## config.mk

```make
export PLATFORM = sky130hd
export DESIGN_NAME = elevator_dispatcher
export DESIGN_NICKNAME = d
export VERILOG_FILES = /design/src/rtl/elevator_pkg.sv /design/src/rtl/elevator_call_register.sv /design/src/rtl/elevator_dispatcher.sv
export SDC_FILE = /design/constraint.sdc
export NUM_CORES = 1
export LEC_CHECK = 0
export BUFFER_PORTS_ARGS = -buffer_cell sky130_fd_sc_hd__buf_2
export CORE_AREA = 2 2 69 71
export CTS_CLUSTER_DIAMETER = 50
export DETAILED_ROUTE_END_ITERATION = 8
export DIE_AREA = 0 0 71 73
export GPL_ROUTABILITY_DRIVEN = 0
export PLACE_DENSITY = 0.65
export SYNTH_ARGS = -nofsm -noshare
export SYNTH_HDL_FRONTEND = slang
export SYNTH_SLANG_ARGS = --single-unit
```

## constraint.sdc

```tcl
create_clock -name clk -period 3.4 [get_ports clk]
set_clock_uncertainty 0.2 [all_clocks]
set_input_delay 1.02 -clock clk [delete_from_list [all_inputs] [get_ports clk]]
set_output_delay 1.02 -clock clk [all_outputs]
set_load 0.005 [all_outputs]
```

## src/rtl/elevator_pkg.sv

```systemverilog
// Shared encodings for the elevator dispatcher: FSM states, one-hot controller
// commands and default timing.
package elevator_pkg;

  typedef enum logic [2:0] {
    ST_IDLE      = 3'd0,
    ST_DOOR_OPEN = 3'd1,
    ST_MOVE_UP   = 3'd2,
    ST_MOVE_DOWN = 3'd3,
    ST_ARRIVE    = 3'd4,
    ST_RECOVER   = 3'd5
  } disp_state_e;

  // Command vector bit order is {close, open, up, down, stop}.
  localparam int CMD_W = 5;
  localparam logic [CMD_W-1:0] CMD_CLOSE = 5'b10000;
  localparam logic [CMD_W-1:0] CMD_OPEN  = 5'b01000;
  localparam logic [CMD_W-1:0] CMD_UP    = 5'b00100;
  localparam logic [CMD_W-1:0] CMD_DOWN  = 5'b00010;
  localparam logic [CMD_W-1:0] CMD_STOP  = 5'b00001;

  localparam int DEF_DOOR_TICKS   = 4;
  localparam int DEF_TRAVEL_TICKS = 8;
  localparam int RECOVER_TICKS    = 2;

endpackage

```

## src/rtl/elevator_call_register.sv

```systemverilog
// Pending-call latch with door-side clear arbitration, plus the above/below
// reductions relative to the car's current floor.
module elevator_call_register
  import elevator_pkg::*;
#(
  parameter int NUM_FLOORS = 8,
  parameter int FLOOR_W    = 3
) (
  input  logic                  clk,
  input  logic                  rst_n,
  input  logic [NUM_FLOORS-1:0] i_call_btn,
  input  logic                  i_clr,
  input  logic [FLOOR_W-1:0]    i_cur_floor,
  output logic [NUM_FLOORS-1:0] o_pending,
  output logic                  o_above,
  output logic                  o_below
);

  logic [NUM_FLOORS-1:0] r_pending;
  logic [NUM_FLOORS-1:0] w_clr_mask;

  always_comb begin
    w_clr_mask = '0;
    o_above    = 1'b0;
    o_below    = 1'b0;
    for (int i = 0; i < NUM_FLOORS; i++) begin
      if (i_clr && (i == int'(i_cur_floor))) w_clr_mask[i] = 1'b1;
      if (r_pending[i] && (i > int'(i_cur_floor))) o_above = 1'b1;
      if (r_pending[i] && (i < int'(i_cur_floor))) o_below = 1'b1;
    end
  end

  // The clear is applied after the set, so a door-side clear beats a new press.
  always_ff @(posedge clk or negedge rst_n) begin
    if (!rst_n) begin
      r_pending <= '0;
    end else begin
      r_pending <= (r_pending | i_call_btn) & ~w_clr_mask;
    end
  end

  assign o_pending = r_pending;

endmodule

```

## src/rtl/elevator_dispatcher.sv

```systemverilog
// SCAN request scheduler in front of the elevator controller; drives a
// registered one-hot command vector and recovers from controller errors.
module elevator_dispatcher
  import elevator_pkg::*;
#(
  parameter int NUM_FLOORS   = 8,
  parameter int FLOOR_W      = 3,
  parameter int DOOR_TICKS   = DEF_DOOR_TICKS,
  parameter int TRAVEL_TICKS = DEF_TRAVEL_TICKS
) (
  input  logic                  clk,
  input  logic                  rst_n,
  input  logic [NUM_FLOORS-1:0] call_btn,
  input  logic                  open_btn,
  input  logic                  ctrl_error,
  output logic                  close_req,
  output logic                  open_req,
  output logic                  up_req,
  output logic                  down_req,
  output logic                  stop,
  output logic [FLOOR_W-1:0]    cur_floor,
  output logic [NUM_FLOORS-1:0] pending,
  output logic                  dir_up,
  output disp_state_e           dbg_state
);

  localparam int TMAX    = (DOOR_TICKS > TRAVEL_TICKS) ? DOOR_TICKS : TRAVEL_TICKS;
  localparam int TIMER_W = ($clog2(TMAX) > 0) ? $clog2(TMAX) : 1;

  localparam logic [TIMER_W-1:0] DOOR_LOAD   = TIMER_W'(DOOR_TICKS - 1);
  localparam logic [TIMER_W-1:0] TRAVEL_LOAD = TIMER_W'(TRAVEL_TICKS - 1);
  localparam logic [TIMER_W-1:0] REC_LOAD    = TIMER_W'(RECOVER_TICKS - 1);
  localparam logic [FLOOR_W-1:0] TOP_FLOOR   = FLOOR_W'(NUM_FLOORS - 1);

  disp_state_e          r_state;
  logic [CMD_W-1:0]     r_cmd;
  logic [TIMER_W-1:0]   r_timer;
  logic [FLOOR_W-1:0]   r_cur_floor;
  logic                 r_dir_up;

  logic [NUM_FLOORS-1:0] w_pending;
  logic                  w_above;
  logic                  w_below;
  logic                  w_here;
  logic                  w_call_here;
  logic                  w_open_now;
  logic                  w_clr;
  logic [FLOOR_W-1:0]    w_next_floor;
  logic                  w_stop_at_next;

  assign w_here      = w_pending[r_cur_floor];
  assign w_call_here = call_btn[r_cur_floor];
  assign w_open_now  = (r_state == ST_IDLE) && !ctrl_error && (w_here || open_btn);

  // The current floor's call is cleared on door entry and held clear while open.
  assign w_clr = (r_state == ST_DOOR_OPEN) || w_open_now;

  elevator_call_register #(
    .NUM_FLOORS (NUM_FLOORS),
    .FLOOR_W    (FLOOR_W)
  ) u_calls (
    .clk         (clk),
    .rst_n       (rst_n),
    .i_call_btn  (call_btn),
    .i_clr       (w_clr),
    .i_cur_floor (r_cur_floor),
    .o_pending   (w_pending),
    .o_above     (w_above),
    .o_below     (w_below)
  );

  // Floor the car reaches when the travel timer expires; saturates at the ends.
  always_comb begin
    w_next_floor = r_cur_floor;
    if ((r_state == ST_MOVE_UP) && (r_cur_floor != TOP_FLOOR)) begin
      w_next_floor = r_cur_floor + 1'b1;
    end else if ((r_state == ST_MOVE_DOWN) && (r_cur_floor != '0)) begin
      w_next_floor = r_cur_floor - 1'b1;
    end
  end

  assign w_stop_at_next = w_pending[w_next_floor] || (w_next_floor == '0) ||
                          (w_next_floor == TOP_FLOOR);

  always_ff @(posedge clk or negedge rst_n) begin
    if (!rst_n) begin
      r_state     <= ST_IDLE;
      r_cmd       <= CMD_CLOSE;
      r_timer     <= '0;
      r_cur_floor <= '0;
      r_dir_up    <= 1'b1;
    end else if (ctrl_error && (r_state != ST_RECOVER)) begin
      r_state <= ST_RECOVER;
      r_cmd   <= CMD_CLOSE;
      r_timer <= REC_LOAD;
    end else begin
      case (r_state)
        ST_IDLE: begin
          if (w_here || open_btn) begin
            r_state <= ST_DOOR_OPEN;
            r_cmd   <= CMD_OPEN;
            r_timer <= DOOR_LOAD;
          end else if (w_above && (r_dir_up || !w_below)) begin
            r_state  <= ST_MOVE_UP;
            r_cmd    <= CMD_UP;
            r_timer  <= TRAVEL_LOAD;
            r_dir_up <= 1'b1;
          end else if (w_below) begin
            r_state  <= ST_MOVE_DOWN;
            r_cmd    <= CMD_DOWN;
            r_timer  <= TRAVEL_LOAD;
            r_dir_up <= 1'b0;
          end
        end
        ST_DOOR_OPEN: begin
          if (open_btn || w_call_here) begin
            r_timer <= DOOR_LOAD;
          end else if (r_timer == '0) begin
            r_state <= ST_IDLE;
            r_cmd   <= CMD_CLOSE;
          end else begin
            r_timer <= r_timer - 1'b1;
          end
        end
        ST_MOVE_UP, ST_MOVE_DOWN: begin
          if (r_timer == '0) begin
            r_cur_floor <= w_next_floor;
            if (w_stop_at_next) begin
              r_state <= ST_ARRIVE;
              r_cmd   <= CMD_STOP;
            end else begin
              r_timer <= TRAVEL_LOAD;
            end
          end else begin
            r_timer <= r_timer - 1'b1;
          end
        end
        ST_ARRIVE: begin
          r_state <= ST_IDLE;
          r_cmd   <= CMD_CLOSE;
        end
        ST_RECOVER: begin
          if (r_timer == '0) begin
            r_state <= ST_IDLE;
            r_cmd   <= CMD_CLOSE;
          end else begin
            r_timer <= r_timer - 1'b1;
          end
        end
        default: begin
          r_state <= ST_IDLE;
          r_cmd   <= CMD_CLOSE;
          r_timer <= '0;
        end
      endcase
    end
  end

  assign {close_req, open_req, up_req, down_req, stop} = r_cmd;
  assign cur_floor = r_cur_floor;
  assign pending   = w_pending;
  assign dir_up    = r_dir_up;
  assign dbg_state = r_state;

endmodule

```

* Yosys cells after proc, flatten, opt, wreduce, memory -nomap -nowiden
Index checks and enable logic that the tools add are counted. W data, S select, Z words.
Word-level totals: latch bits 0, bits of input ports 12, flip-flop bits (word level) 23, memories 0, output and inout bits 20, RAM bits 0, bits in read-only memories 0, logic and storage cells 157
Operators by class: equal/unequal tests 21, divide/modulo/power cells 0, $mul 0, magnitude comparators 16, muxes and demuxes 59, $add $sub $neg 3, reduce and logical (&&, ||, !) cells 47, shift-type cells 0, bitwise logic cells 5
Operators by type and width (number):
- $mux W3 | 18
- $mux W5 | 8
- $logic_and A1 B1 Y1 | 28
- $mux W1 | 27
- $pmux W5 S4 | 1
- $ne A3 B3 Y1 const B | 5
- $pmux W3 S5 | 1
- $eq A3 B3 Y1 const A | 4
- $gt A3 B3 Y1 const A | 4
- $logic_not A3 Y1 | 4
- $pmux W3 S4 | 1
- $bmux W1 S3 | 3
- $eq A3 B3 Y1 const B | 3
- $lt A3 B3 Y1 const A | 3
- $and A8 B8 Y8 | 1
- $lt A3 B4 Y1 const B | 2
- $not A8 Y8 | 1
- $or A8 B8 Y8 | 1
- $reduce_and A4 Y1 | 2
- $eq A2 B3 Y1 const A | 2
- $eq A3 B2 Y1 const B | 2
- $gt A2 B3 Y1 const A | 2
- $logic_or A1 B1 Y1 | 6
- $lt A1 B3 Y1 const A | 2
- other kinds (15) | 20

* Logic depth before layout (Yosys ltp)
word-level depth 16, depth in mapped cells 11, mapped depth without buffers 9

* Hierarchy
From an unflattened synthesis, not the netlist that was laid out.
Second synthesis, totals: cell total of the unflattened synthesis 209, area, all modules 1918.1 um^2
By module, submodules not included:
- elevator_dispatcher | times used 1, area an instance 1466.4 um^2, cells an instance 162
- elevator_call_register | times used 1, area an instance 451.7 um^2, cells an instance 47

* Worst setup path before layout
No wires, ideal clock.
path kind flip-flop to flip-flop, from reg r_cur_floor[0], in the netlist cur_floor[0], to reg r_cmd[1], setup time 0.125 ns, path buffers 2, required time 3.075 ns, setup slack 0.356 ns, period minus slack after synthesis 3.044 ns, cell stages (with the launch flop) 12, data arrival time 2.720 ns, cell sequence dfrtp_1 -> buf_6 -> buf_6 -> inv_1 -> ha_1 -> nor2b_1 -> o21a_1 -> o31ai_1 -> a21boi_0 -> nand2_1 -> o211ai_4 -> mux2_2
Between the ends: longest elaborated chain between the ends 16, elaborated cells on any way between the ends 73, classes of those cells add/sub: 2; order compare: 14; eq/ne: 5; mux: 26; reduce/logical: 26
Ends and longest elaborated chain:
- from (decl) | RTL line elevator_dispatcher.sv:38 | logic [FLOOR_W-1:0] r_cur_floor;
- from (signal assigned) | RTL line elevator_dispatcher.sv:127 | r_cur_floor <= w_next_floor;
- $lt A1 B3 Y1 | RTL line elevator_call_register.sv:29 | if (r_pending[i] && (i < int'(i_cur_floor))) o_below = 1'b1;
- $logic_and A1 B1 Y1 | RTL line elevator_call_register.sv:29
- $mux W1 (7 in a row) | RTL line elevator_call_register.sv:29
- $logic_not A1 Y1 | RTL line elevator_dispatcher.sv:103 | end else if (w_above && (r_dir_up || !w_below)) begin
- $logic_or A1 B1 Y1 | RTL line elevator_dispatcher.sv:103
- $logic_and A1 B1 Y1 | RTL line elevator_dispatcher.sv:103
- $mux W5 | RTL line elevator_dispatcher.sv:103
- $mux W5 | RTL line elevator_dispatcher.sv:99 | if (w_here || open_btn) begin
- $pmux W5 S4 | RTL line elevator_dispatcher.sv:97 | case (r_state)
- $mux W5 | RTL line elevator_dispatcher.sv:92 | end else if (ctrl_error && (r_state != ST_RECOVER)) begin
- to (signal assigned) | RTL line elevator_dispatcher.sv:94 | r_cmd <= CMD_CLOSE;
- to (signal assigned) | RTL line elevator_dispatcher.sv:101 | r_cmd <= CMD_OPEN;
- to (signal assigned) | RTL line elevator_dispatcher.sv:105 | r_cmd <= CMD_UP;
- to (decl) | RTL line elevator_dispatcher.sv:36 | logic [CMD_W-1:0] r_cmd;
Parallel ways exist; a longest one is shown, timed or not. The select of a mux whose other input is x is not followed. A chain may end at the register's enable or synchronous reset.

* Worst setup path after layout
from reg r_cur_floor[0], in the netlist cur_floor[0], to reg r_timer[0]
Between the ends: longest elaborated chain between the ends 16, elaborated cells on any way between the ends 73, classes of those cells add/sub: 2; order compare: 14; eq/ne: 4; mux: 27; reduce/logical: 26
Ends and longest elaborated chain:
- $lt A1 B3 Y1 | RTL line elevator_call_register.sv:29
- $logic_and A1 B1 Y1 | RTL line elevator_call_register.sv:29
- $mux W1 (7 in a row) | RTL line elevator_call_register.sv:29
- $logic_not A1 Y1 | RTL line elevator_dispatcher.sv:103
- $logic_or A1 B1 Y1 | RTL line elevator_dispatcher.sv:103
- $logic_and A1 B1 Y1 | RTL line elevator_dispatcher.sv:103
- $mux W3 | RTL line elevator_dispatcher.sv:103
- $mux W3 | RTL line elevator_dispatcher.sv:99
- $pmux W3 S5 | RTL line elevator_dispatcher.sv:97
- $mux W3 | RTL line elevator_dispatcher.sv:92
- to (signal assigned) | RTL line elevator_dispatcher.sv:122 | r_timer <= r_timer - 1'b1;
- to (signal assigned) | RTL line elevator_dispatcher.sv:135 | r_timer <= r_timer - 1'b1;
- to (signal assigned) | RTL line elevator_dispatcher.sv:147 | r_timer <= r_timer - 1'b1;
- to (decl) | RTL line elevator_dispatcher.sv:37 | logic [TIMER_W-1:0] r_timer;
Parallel ways exist; a longest one is shown, timed or not. The select of a mux whose other input is x is not followed.

==> out/qor.csv <==
metric,value,unit
outcome,completed,
cap_violations,0,
cp_max_fo,6,
dr.pass1.iters,4,
fin_nets,281,
finalCritPeriodShare,0.903,
postCtsSetupRepairBufs,0,
ys_seq_area_frac,0.296,
die_y,73,um
rsz0062_at_grt,no,
async_flop_share,1.00,
cp-start-kind,register,
crit_chain,"ha_1, ha_1, nor2b_1, nor3_1, a311o_1, mux2i_1, a2bb2oi_1, nand2_1, mux2_1",
cts-root-buf,clkbuf_8,
final_cells,312,
start_util,0.431,
placed_cells,308,
num_rows,25,
synth_warnings,0,
finalHoldViolCount,0,
hold_buffers,0,
crit_top_cell,ha_1,
worstPathArrival,3030,ps
grt_pass1_wl,8530,um
clkTransAtPathRegs,90,ps
clock_path_buffers,2,
clkLatencyLatePin,270,ps
cts.repair.resized,0,
drtAntennaViolNets,0,
min_path_type,reg2reg,
synth_fp_nets,246,
vias,1867,
cts_tree,built,
crit_family,compound AO/OA/AOI/OAI gates,
die_area,5180,um2
cellPowerDensity,618,nW/um2
cpPeakStageDelay,400,ps
slew-limit-headroom,0.645,
fmax,326,MHz
die_x,71,um
coreArea,4540,um2
synth.distinct_cells,59,
dp_hpwl,3840,um
io_buffers,31,
worst-path-buf-inv,0,
worst-endpoint-required,3360,ps
tightest_slew,533,ps
wl_per_cell,16.7,um
grtUsageTotal,0.209,
swShare,0.444,
setup_viol,0,
final_layout_size_suffix_gt1_frac,0.236,
num_io_pins,32,
syn_inst,224,
power.switching,615,uW
grt_pass1_vias,1746,
syn_avg_cell_area,8.73,um2
clock_power_share,0.128,
comb_power_share,0.564,
tns,0,ps
antenna_found_initial,0,
final-max-slew-violation-count,0,
crit_type,reg2reg,
leakage,1.00,nW
peakVddDrop,0.000217,V
drt_iter0_drc,137,
antenna_cells,0,
critPathSlowestCell,dfrtp_1,
p_int,768,uW
grt.overflow.total,0,
cts_sinks,23,
area_delta_synth_final,14.4,%
min_period,3070,ps
synth-main-ff-cell,dfrtp_1,
synth-seq-cells,23,
routed_wirelength,5200,um
p_seq_frac,0.308,
vias_per_cell,5.98,
drcViolationCount,0,
synth_edf_count,0,
grt_max_degree,24,
cts_buffers,3,
synth_area,1960,um2
cp-end-kind,register,
cts.htree.levels,1,
## final timing paths
kind | slack [ps] | endpoint | startpoint | depth (start not counted)
worst max register to register | 330 | r_timer[0]$_DFFE_PN0P_ | cur_floor[0]$_DFFE_PN0P_ | 9
max in group asynchronous | 2110 | r_cmd[4]$_DFFE_PN1P_ | rst_n | 1
min in group asynchronous | 520 | u_calls.o_pending[7]$_DFF_PN0_ | rst_n | 1
worst max-delay path | 330 | r_timer[0]$_DFFE_PN0P_ | cur_floor[0]$_DFFE_PN0P_ | 9
worst min register to register | 290 | r_cmd[3]$_DFFE_PN0P_ | r_cmd[3]$_DFFE_PN0P_ | 1
worst min-delay path | 290 | r_cmd[3]$_DFFE_PN0P_ | r_cmd[3]$_DFFE_PN0P_ | 1
## registers in the layout (all words and copies together), names as in the netlist
name               count
dir_up                 1
cur_floor              3
r_timer                3
u_calls.o_pending      8
r_cmd                  5
dbg_state              3
## power by group through the flow
stage / combinational [mW] / clock, mW / sequential (mW)
after floorplan: 0.571 / 0 / 0.411
after global placement: 0.766 / 0 / 0.426
after detailed placement: 0.775 / 0 / 0.429
after CTS: 0.777 / 0.183 / 0.424
after global routing: 0.863 / 0.193 / 0.435
final: 0.780 / 0.177 / 0.426
## cell type report
cell class | instances | area [um2]
Clock buffer | 3 | 41.3
Clock inverter | 1 | 5.00
Fill cell | 434 | 2300
Inverter | 9 | 33.8
Multi-Input combinational cell | 180 | 1270
Sequential cell | 23 | 578
Tap cell | 54 | 67.6
Timing Repair Buffer | 42 | 238
## worst register-to-register path, stage by stage (launching register included)
cell,delay [ps]
dfrtp_1,400
ha_1,190
ha_1,300
nor2b_1,350
nor3_1,110
a311o_1,360
mux2i_1,310
a2bb2oi_1,290
nand2_1,120
mux2_1,330
## per-layer routing
layer  routed length (um)  vias up  track usage
met1                 2360      903        0.285
met2                 2490       60        0.352
met5                    0        -            0
met4                   57        0       0.0587
li1                     -      899            -
met3                  297        5       0.0221
## stage by stage
| stage | cell area [um2] | utilization | total power, mW | hold slack [ps] | setup WS (ps) |
|---|---|---|---|---|---|
| finish | 2240 | 0.493 | 1.38 | 287 | 330 |
| global route | 2240 | 0.493 | 1.49 | 308 | 145 |
| CTS | 2240 | 0.493 | 1.38 | 292 | 326 |
| detailed placement | 2190 | 0.483 | 1.20 | 270 | 287 |
| global placement | 2190 | 0.483 | 1.19 | 266 | 317 |
| floorplan | 1960 | - | 0.982 | 274 | 356 |
## Yosys cell counts, drive strengths merged (2+ instances only)
| cell | number | area, um2 |
|---|---|---|
| nand3b | 2 | 15.0 |
| o211a | 3 | 37.5 |
| a21boi | 3 | 22.5 |
| a32oi | 2 | 17.5 |
| and2 | 3 | 21.3 |
| o21bai | 2 | 15.0 |
| nor2 | 23 | 86.3 |
| nand2b | 5 | 31.3 |
| dfrtp | 21 | 526 |
| o311ai | 2 | 17.5 |
| mux2i | 11 | 110 |
| a21oi | 16 | 80.1 |
| buf | 6 | 47.5 |
| a31oi | 10 | 62.6 |
| nor3 | 7 | 35.0 |
| nand2 | 16 | 60.1 |
| mux2 | 6 | 67.6 |
| dfstp | 2 | 52.6 |
| a2111oi | 3 | 32.5 |
| o21ai | 10 | 50.1 |
| clkbuf | 6 | 22.5 |
| a21o | 3 | 22.5 |
| nand3 | 6 | 30.0 |
| inv | 8 | 30.0 |
| ha | 10 | 125 |
| nor2b | 7 | 43.8 |
| o211ai | 3 | 36.3 |
| nor4 | 4 | 25.0 |
| or2 | 2 | 12.5 |
## cell usage in the layout (no fill, tap or decap), types with 3 or more instances in the layout
master / netlist / layout
a21boi_0: 3 / 3
a21o_1: 3 / 3
a21oi_1: 16 / 16
a31oi_1: 10 / 10
buf_2: 2 / 31
buf_4: 2 / 11
clkbuf_8: 0 / 3
dfrtp_1: 21 / 21
ha_1: 10 / 10
inv_1: 8 / 8
mux2_2: 5 / 5
mux2i_1: 11 / 11
nand2_1: 16 / 16
nand2b_1: 5 / 5
nand3_1: 6 / 6
nor2_1: 23 / 23
nor2b_1: 7 / 7
nor3_1: 7 / 7
nor4_1: 4 / 4
o21ai_0: 10 / 10
## cells by family after synthesis
| group | Yosys count | share of synthesized area |
|---|---|---|
| buffers and inverters | 21 | 0.0531 |
| and+or+nand+nor | 82 | 0.214 |
| DFF | 23 | 0.296 |
| xor gates and xnor gates | 1 | 0.00448 |
| AOI/OAI and AO/OA | 69 | 0.264 |
| adders and majority gates | 10 | 0.0640 |
| muxes | 18 | 0.104 |
Note: power is estimated with default switching activity, not from simulation.
